**config.mk**
```make
export PLATFORM = sky130hd
export DESIGN_NAME = alu_add_and_or
export DESIGN_NICKNAME = d
export VERILOG_FILES = /design/src/rtl/alu_pkg.sv /design/src/rtl/full_adder.sv /design/src/rtl/alu_add_and_or.sv
export SDC_FILE = /design/constraint.sdc
export NUM_CORES = 1
export LEC_CHECK = 0
export BUFFER_PORTS_ARGS = -buffer_cell sky130_fd_sc_hd__buf_4
export CAP_MARGIN = 20
export CORE_ASPECT_RATIO = 0.5
export CORE_MARGIN = 5
export CORE_UTILIZATION = 50
export DETAILED_ROUTE_END_ITERATION = 6
export PLACE_DENSITY = 0.93
export SLEW_MARGIN = 30
export SYNTH_ARGS = -nofsm -noshare
export SYNTH_HDL_FRONTEND = slang
export SYNTH_HIERARCHICAL = 1
export SYNTH_SLANG_ARGS = --single-unit
```
**constraint.sdc**
```tcl
create_clock -name clk -period 0.8 [get_ports clk]
set_input_delay 0.16 -clock clk [delete_from_list [all_inputs] [get_ports clk]]
set_output_delay 0.16 -clock clk [all_outputs]
set_load 0.01 [all_outputs]
```
**src/rtl/alu_pkg.sv**
```systemverilog
// Shared ALU control encodings for the execute stage.
// Only AND/OR/ADD are implemented today; the remaining codes are reserved.
package alu_pkg;

    localparam int ALU_CTRL_W = 4;

    localparam logic [ALU_CTRL_W-1:0] ALU_AND  = 4'b0000;
    localparam logic [ALU_CTRL_W-1:0] ALU_OR   = 4'b0001;
    localparam logic [ALU_CTRL_W-1:0] ALU_ADD  = 4'b0010;

    // Reserved for future operations; decoded as invalid by this unit.
    localparam logic [ALU_CTRL_W-1:0] ALU_XOR  = 4'b0011;
    localparam logic [ALU_CTRL_W-1:0] ALU_SLL  = 4'b0100;
    localparam logic [ALU_CTRL_W-1:0] ALU_SRL  = 4'b0101;
    localparam logic [ALU_CTRL_W-1:0] ALU_SUB  = 4'b0110;
    localparam logic [ALU_CTRL_W-1:0] ALU_SRA  = 4'b0111;
    localparam logic [ALU_CTRL_W-1:0] ALU_SLT  = 4'b1000;
    localparam logic [ALU_CTRL_W-1:0] ALU_SLTU = 4'b1001;

    function automatic logic alu_op_defined(input logic [ALU_CTRL_W-1:0] ctrl);
        return (ctrl == ALU_AND) || (ctrl == ALU_OR) || (ctrl == ALU_ADD);
    endfunction

endpackage

```
**src/rtl/full_adder.sv**
```systemverilog
// One-bit full adder; chained by the ALU into a ripple-carry adder.
module full_adder (
    input  logic a,
    input  logic b,
    input  logic ci,
    output logic s,
    output logic co
);

    logic p;

    assign p  = a ^ b;
    assign s  = p ^ ci;
    assign co = (a & b) | (ci & p);

endmodule

```
**src/rtl/alu_add_and_or.sv**
```systemverilog
// Registered execute-stage ALU: AND, OR and ADD-with-carry, with zero/carry/overflow
// flags and an invalid-op indicator. One cycle of latency, output registers only.
module alu_add_and_or
    import alu_pkg::*;
#(
    parameter int WIDTH = 64
) (
    input  logic                  clk,
    input  logic                  rst_n,
    input  logic                  in_valid,
    input  logic [ALU_CTRL_W-1:0] control,
    input  logic [WIDTH-1:0]      rs1,
    input  logic [WIDTH-1:0]      rs2,
    input  logic                  cin,
    output logic                  out_valid,
    output logic [WIDTH-1:0]      rd,
    output logic                  zero,
    output logic                  carry,
    output logic                  overflow,
    output logic                  op_invalid
);

    // Valid semantics: no backpressure. in_valid=1 at a rising edge captures the
    // operation; out_valid follows one cycle later. in_valid=0 holds rd and flags.

    logic [WIDTH:0]   c;
    logic [WIDTH-1:0] sum;
    logic [WIDTH-1:0] and_res;
    logic [WIDTH-1:0] or_res;

    assign c[0] = cin;

    genvar i;
    generate
        for (i = 0; i < WIDTH; i++) begin : g_bit
            full_adder u_fa (
                .a  (rs1[i]),
                .b  (rs2[i]),
                .ci (c[i]),
                .s  (sum[i]),
                .co (c[i+1])
            );
            assign and_res[i] = rs1[i] & rs2[i];
            assign or_res[i]  = rs1[i] | rs2[i];
        end
    endgenerate

    logic [WIDTH-1:0] res;
    logic             res_carry;
    logic             res_ovf;
    logic             res_inv;
    logic             res_zero;

    always_comb begin
        res       = '0;
        res_carry = 1'b0;
        res_ovf   = 1'b0;
        res_inv   = 1'b0;
        case (control)
            ALU_AND: res = and_res;
            ALU_OR:  res = or_res;
            ALU_ADD: begin
                res       = sum;
                res_carry = c[WIDTH];
                // Signed overflow: carry into the MSB differs from carry out of it.
                res_ovf   = c[WIDTH-1] ^ c[WIDTH];
            end
            default: res_inv = 1'b1;
        endcase
        res_zero = (res == '0);
    end

    always_ff @(posedge clk or negedge rst_n) begin
        if (!rst_n) begin
            out_valid  <= 1'b0;
            rd         <= '0;
            zero       <= 1'b0;
            carry      <= 1'b0;
            overflow   <= 1'b0;
            op_invalid <= 1'b0;
        end else begin
            out_valid <= in_valid;
            if (in_valid) begin
                rd         <= res;
                zero       <= res_zero;
                carry      <= res_carry;
                overflow   <= res_ovf;
                op_invalid <= res_inv;
            end
        end
    end

endmodule

```
==> flow_metrics.py, run 1 <==
metrics = {
    "clocking": {
        "cts_root_buffer": "clkbuf_16",
        "max-clock-path-buffers": 2,
        "cts.sinks": 69,
        "clk_pin_slew_ns": 0.07,
        "insertion_delay_ns": 0.36,
        "cts_tree": "built",
        "numCtsBuffers": 9,
        "htreeDepth": 3,
    },
    "sta": {
        "setup-violations-final": 137,
        "slew-limit-headroom_pct": 34.18,
        "rsz0062_at_grt": "true",
        "skew_ns": 0,
        "fin_hold_ws_ns": 0.2691,
        "period_share_pct": 3116,
        "fmax_mhz": 40.11,
        "timing.final.hold_violations": 0,
        "maxSlewViolCount": 0,
        "setup_ws_ns": -24.13,
        "tightestPinTransition_ns": 0.9873,
        "layout_min_cycle_time_ns": 24.93,
    },
    "run_status": {
        "violations": "design-rule violations, negative setup slack",
        "status": "complete, but fails checks",
    },
    "final_layout": {
        "layout_common_cells": "304 x buf_4, 75 x buf_6, 69 x dfrtp_1",
        "fin_area_um2": 9545,
        "nets": 1030,
        "final_common_cell": "buf_4",
        "multi_input_area_um2": 3940,
        "ff_latch_area_um2": 1727,
        "fillers": 247,
        "stdcell_count": 977,
        "drive_gt1_share_pct": 72.06,
        "syn_to_final_growth_pct": 87.54,
        "fin_util_pct": 94.65,
    },
    "logic_synthesis": {
        "synth_area_leaders": "dfrtp_1 34%, fa_1 25%, maj3_1 10%",
        "syn_area_per_cell_um2": 11.06,
        "synthesis.area_um2": 5090,
        "synth.largest_area_cell": "dfrtp_1",
        "ys_ff_latch": 69,
        "syn_inst": 460,
        "synth_top_area_share_pct": 33.92,
        "syn_nets": 660,
        "yosysWarningCount": 6,
        "ys_seq_area_share_pct": 33.92,
        "synth_cell_types": 21,
    },
    "floorplanning": {
        "dieWidth_um": 152.7,
        "core_area_um2": 10080,
        "start_util_pct": 50.47,
        "dieArea_um2": 12420,
        "row_count": 26,
        "fp.dieH_um": 81.35,
        "ios": 205,
    },
    "drt": {
        "drt_pass1_iterations": 7,
        "antenna_left": 0,
        "viasPerCell": 7.737,
        "initialDrtViolationCount": 1501,
        "route.detailed.drc": 105,
        "vias": 7559,
        "postRouteWirelength_um": 38240,
        "wl_per_cell_um": 39.14,
    },
    "place": {
        "dp_hpwl_um": 15620,
        "numPortBuffers": 204,
        "placed_cell_area_um2": 8075,
        "dpl.cell_count": 889,
        "gp_congestion": 0.9004,
    },
    "global_routing": {
        "grt_pass1_vias": 7035,
        "grt_pass1_wl_um": 43560,
        "grt_max_degree": 47,
        "antenna_found_initial": 7,
        "grt_use_total_pct": 47.53,
        "grt_overflow_total": 0,
    },
    "worst_setup_path": {
        "r2r_start": "rd[46]$_DFFE_PN0P_",
        "cp.arrival_ns": 25.22,
        "cp_slowest_cell": "fa_2",
        "critPathRequiredTime_ns": 1.09,
        "cp-start-kind": "primary input",
        "r2r_end": "rd[46]$_DFFE_PN0P_",
        "cp_max_fo": 2,
        "slowest_delay_ns": 0.48,
        "r2r_setup_slack_ns": -0.74,
        "cp-end-kind": "flip-flop",
        "r2r_cells": 3,
        "cp_common_cell": "fa_2",
        "path_class": "primary input to flip-flop",
    },
    "hold_path": {
        "hold_end": "op_invalid$_DFFE_PN0P_",
        "whs_path_depth": 3,
        "holdCritStartpoint": "control[1]",
        "min_path_type": "primary input to flip-flop",
    },
    "pwr": {
        "powerDensity_nw_per_um2": 1549,
        "ir_worst_vdd_uv": 1361,
        "power_uw": 14780,
        "power_leakage_uw": 0.004010,
    },
    "job": {
        "drv_cap": 0,
    },
}
## through the flow
step                      worst slack [ns]  TNS (ns)
after global placement              -22.58   -792.55
after global routing                -24.10   -849.85
after CTS                           -22.91   -807.29
final                               -24.13   -849.02
after detailed placement            -23.10   -807.72
after floorplan                     -22.02   -764.13
## state kept, by name (all words and copies together) (netlist names)
| register | cells |
|---|---|
| zero | 1 |
| op_invalid | 1 |
| out_valid | 1 |
| overflow | 1 |
| rd | 64 |
| carry | 1 |
## worst max-delay path, delay by kind of cell
kind	cells	cell delay, ns
buf+inv	1	0.10
simple gates	3	0.66
fa+ha+maj	64	23.82
compound gates	2	0.41
## layout make-up
cell class,count,share of cell area (%)
inverters,4,0.1573
flip-flops and latches,69,18.09
repair buffers,394,35.77
well taps,140,1.835
multi-input cells,352,41.28
diodes,3,0.07865
clock inverters,6,0.4326
clock buffers,9,2.359
## worst max path at each step
| stage | start | end | slack, ns | cells after the start |
|---|---|---|---|---|
| after floorplan | rs1[0] | zero$_DFFE_PN0P_ | -22.02 | 69 |
| after CTS | cin | zero$_DFFE_PN0P_ | -22.91 | 70 |
| after detailed placement | rs1[0] | zero$_DFFE_PN0P_ | -23.10 | 70 |
| after global routing | cin | zero$_DFFE_PN0P_ | -24.10 | 70 |
| final | cin | zero$_DFFE_PN0P_ | -24.13 | 70 |
| after global placement | rs1[0] | zero$_DFFE_PN0P_ | -22.58 | 70 |
## repair_timing
| action | CTS | global route |
|---|---|---|
| setup endpoints to repair | 136 | 137 |
| setup buffers | 50 | 35 |
| resized for setup | 137 | 20 |
| hold endpoints to repair | 69 | 0 |
| pin swaps | 29 | 20 |
| hold buffers | 1 | 0 |
| cloned | 2 | 0 |
## cell usage after synthesis
| master | instances |
|---|---|
| nand3_1 | 2 |
| fa_1 | 64 |
| nor4_1 | 4 |
| nor2_1 | 66 |
| nand4_1 | 17 |
| maj3_2 | 11 |
| a221oi_1 | 1 |
| clkbuf_1 | 23 |
| xor2_1 | 1 |
| a211oi_1 | 1 |
| a21oi_1 | 64 |
| inv_1 | 4 |
| o21ai_1 | 1 |
| o21ai_0 | 2 |
| maj3_1 | 53 |
| buf_2 | 8 |
| nor3_2 | 1 |
| dfrtp_1 | 69 |
| a22oi_1 | 63 |
| nor4b_1 | 1 |
| buf_6 | 4 |
## layer usage
layer  global-route usage (%)  part of all wire [%]  vias up
met5                        0                  0.67        -
met4                    40.98                    14       14
met3                    16.07                    18      546
met2                    77.80                    38     1163
met1                    50.87                    29     3419
li1                         -                     -     2417
## power breakdown
part | internal [µW] | switching, µW
combinational | 3190 | 3560
clock | 2080 | 1830
sequential | 3800 | 326
total | 9070 | 5720
## kinds of logic after synthesis
kind of cell	after synthesis	share of synthesized area (%)
AOI/OAI and AO/OA	132	16.20
xor gates and xnor gates	1	0.1721
adders and majority gates	128	38.03
buffers and inverters	39	3.663
DFF	69	33.92
and+or+nand+nor	91	8.014
No activity file was read; power rests on OpenSTA's default activity.
==> run 2, diff against run 1 <==
Settings changed: MAX_ROUTING_LAYER set to met4, SKIP_CTS_REPAIR_TIMING set to 1.
==> run 2 against run 1 <==
  * The run still ends with design-rule violations, negative setup slack left
  * Clock skew unchanged
  * Die area unchanged
  * Count of clock-buffer cells in the layout stayed put
  * Final cell count shrank 1.7%
  * Wire length decreased by 15%
  * Critical path type unchanged
  * Largest power group unchanged
==> flow_metrics.py, run 2 (synthesis gave the netlist of run 1 again) <==
metrics = {
    "run_status": {
        "status": "complete, but fails checks",
        "violations": "design-rule violations, negative setup slack",
    },
    "sta": {
        "setup_ws_ns": -23.90,
        "fmax_mhz": 40.48,
        "fin_setup_tns_ns": -843.55,
        "tightestPinTransition_ns": 0.7240,
        "maxSlewViolCount": 0,
        "setup-violations-final": 137,
        "skew_ns": 0,
        "rsz0062_at_grt": "true",
        "layout_min_cycle_time_ns": 24.70,
        "slew-limit-headroom_pct": 51.73,
        "period_share_pct": 3088,
        "timing.final.hold_violations": 0,
    },
    "place": {
        "placed_cell_area_um2": 8075,
        "numPortBuffers": 204,
        "dp_hpwl_um": 15620,
        "gp_congestion": 0.9158,
    },
    "drt": {
        "drt_pass1_iterations": 7,
        "initialDrtViolationCount": 1069,
        "wl_per_cell_um": 33.73,
        "viasPerCell": 7.248,
        "antenna_left": 0,
        "vias": 6958,
        "postRouteWirelength_um": 32380,
        "route.detailed.drc": 8,
    },
    "global_routing": {
        "grt_use_total_pct": 36.65,
        "grt_overflow_total": 0,
        "antenna_found_initial": 3,
        "grt_pass1_vias": 6093,
        "grt_pass1_wl_um": 33780,
        "grt_max_degree": 47,
    },
    "worst_setup_path": {
        "cp-end-kind": "flip-flop",
        "r2r_end": "rd[4]$_DFFE_PN0P_",
        "cp-start-kind": "primary input",
        "cp.arrival_ns": 24.97,
        "slowest_delay_ns": 0.45,
        "cp_max_fo": 2,
        "r2r_setup_slack_ns": -0.61,
        "r2r_cells": 2,
        "critPathRequiredTime_ns": 1.07,
        "worstSetupStartpoint": "rs2[0]",
        "cp_common_cell": "fa_2",
        "path_class": "primary input to flip-flop",
        "crit_path_end": "zero$_DFFE_PN0P_",
        "r2r_start": "rd[4]$_DFFE_PN0P_",
        "cp_slowest_cell": "fa_2",
    },
    "floorplanning": {
        "dieArea_um2": 12420,
        "dieWidth_um": 152.7,
        "start_util_pct": 50.47,
        "core_area_um2": 10080,
        "ios": 205,
        "row_count": 26,
        "fp.dieH_um": 81.35,
    },
    "final_layout": {
        "max_flop_register": "rd",
        "layout_common_cells": "282 x buf_4, 73 x buf_6, 69 x dfrtp_1",
        "fin_area_um2": 9324,
        "nets": 1006,
        "drive_gt1_share_pct": 71.36,
        "syn_to_final_growth_pct": 83.19,
        "final_common_cell": "buf_4",
        "largest_reg_flops": 64,
    },
    "clocking": {
        "cts.sinks": 69,
        "numCtsBuffers": 9,
        "insertion_delay_ns": 0.35,
        "clk_pin_slew_ns": 0.07,
        "cts_tree": "built",
        "htreeDepth": 3,
        "cts_root_buffer": "clkbuf_16",
        "max-clock-path-buffers": 2,
    },
    "pwr": {
        "ir_worst_vdd_uv": 1537,
        "pwr-share-seq_pct": 29.1,
        "sw_frac_of_total_pct": 36.88,
        "power_frac_clock_pct": 27.7,
        "p_int_uw": 8873,
        "comb_power_share_pct": 43.2,
        "power_leakage_uw": 0.003877,
        "power.switching_uw": 5184,
        "powerDensity_nw_per_um2": 1508,
    },
    "hold_path": {
        "min_path_type": "primary input to flip-flop",
        "holdCritStartpoint": "control[1]",
    },
    "job": {
        "drv_cap": 0,
    },
}
run 2: cell types whose count changed in the layout (fill, tap and decap cells not counted), moves of 2 or more:
cell	previous run	this run
buf_6	75	73
buf_4	304	282
a21oi_4	7	1
diode_2	3	10
a21oi_2	39	46
run 2: per-layer routing:
layer  vias up  GRT usage [%]  wire length [µm]
met5         -              -                 0
met2       925          59.96             13220
met3       423          9.846              4823
met4         0          26.58              4167
li1       2373              -                 -
met1      3237          39.66             10170
run 2: metrics by stage:
stage / hold slack, ns / power [µW] / utilization, % / worst slack, ns / cells
6_report: 0.3045 / 14060 / 92.46 / -23.90 / 960
3_5_place_dp: 0.1544 / 8448 / 80.07 / -23.10 / 889
5_1_grt: 0.2943 / 14230 / 92.43 / -23.99 / 959
3_3_place_gp: 0.1467 / 8130 / 80.07 / -22.58 / 889
2_1_floorplan: -0.1356 / 6019 / - / -22.02 / 460
4_1_cts: -0.2115 / 12300 / 82.72 / -23.12 / 904
run 2: power groups by stage:
stage                     clock, µW  sequential, µW  combinational (µW)
after floorplan                   0            4160                1860
after global placement            0            4030                4100
after detailed placement          0            4040                4410
after CTS                      3730            4000                4560
after global routing           3930            4110                6180
final                          3890            4100                6070
run 2: cell type report:
cell class              instances  area [µm²]
diodes                         10       25.02
clock buffers                   9       225.2
clock inverters                 6       41.29
fillers                       323       760.7
inverters                       4       15.01
multi-input cells             352        3891
flip-flops and latches         69        1727
well taps                     140       175.2
repair buffers                370        3224
run 2: how the worst min path moves through the flow:
stage | cells after the start | end
floorplan | 0 | carry$_DFFE_PN0P_
global placement | 2 | rd[46]$_DFFE_PN0P_
detailed placement | 2 | rd[45]$_DFFE_PN0P_
CTS | 2 | rd[46]$_DFFE_PN0P_
global route | 3 | op_invalid$_DFFE_PN0P_
finish | 3 | op_invalid$_DFFE_PN0P_
run 2: worst max-delay path: cells and delay by family:
family,cells,cell delay (ns)
buf+inv,1,0.13
simple gates,3,0.59
fa+ha+maj,64,23.67
compound gates,2,0.38
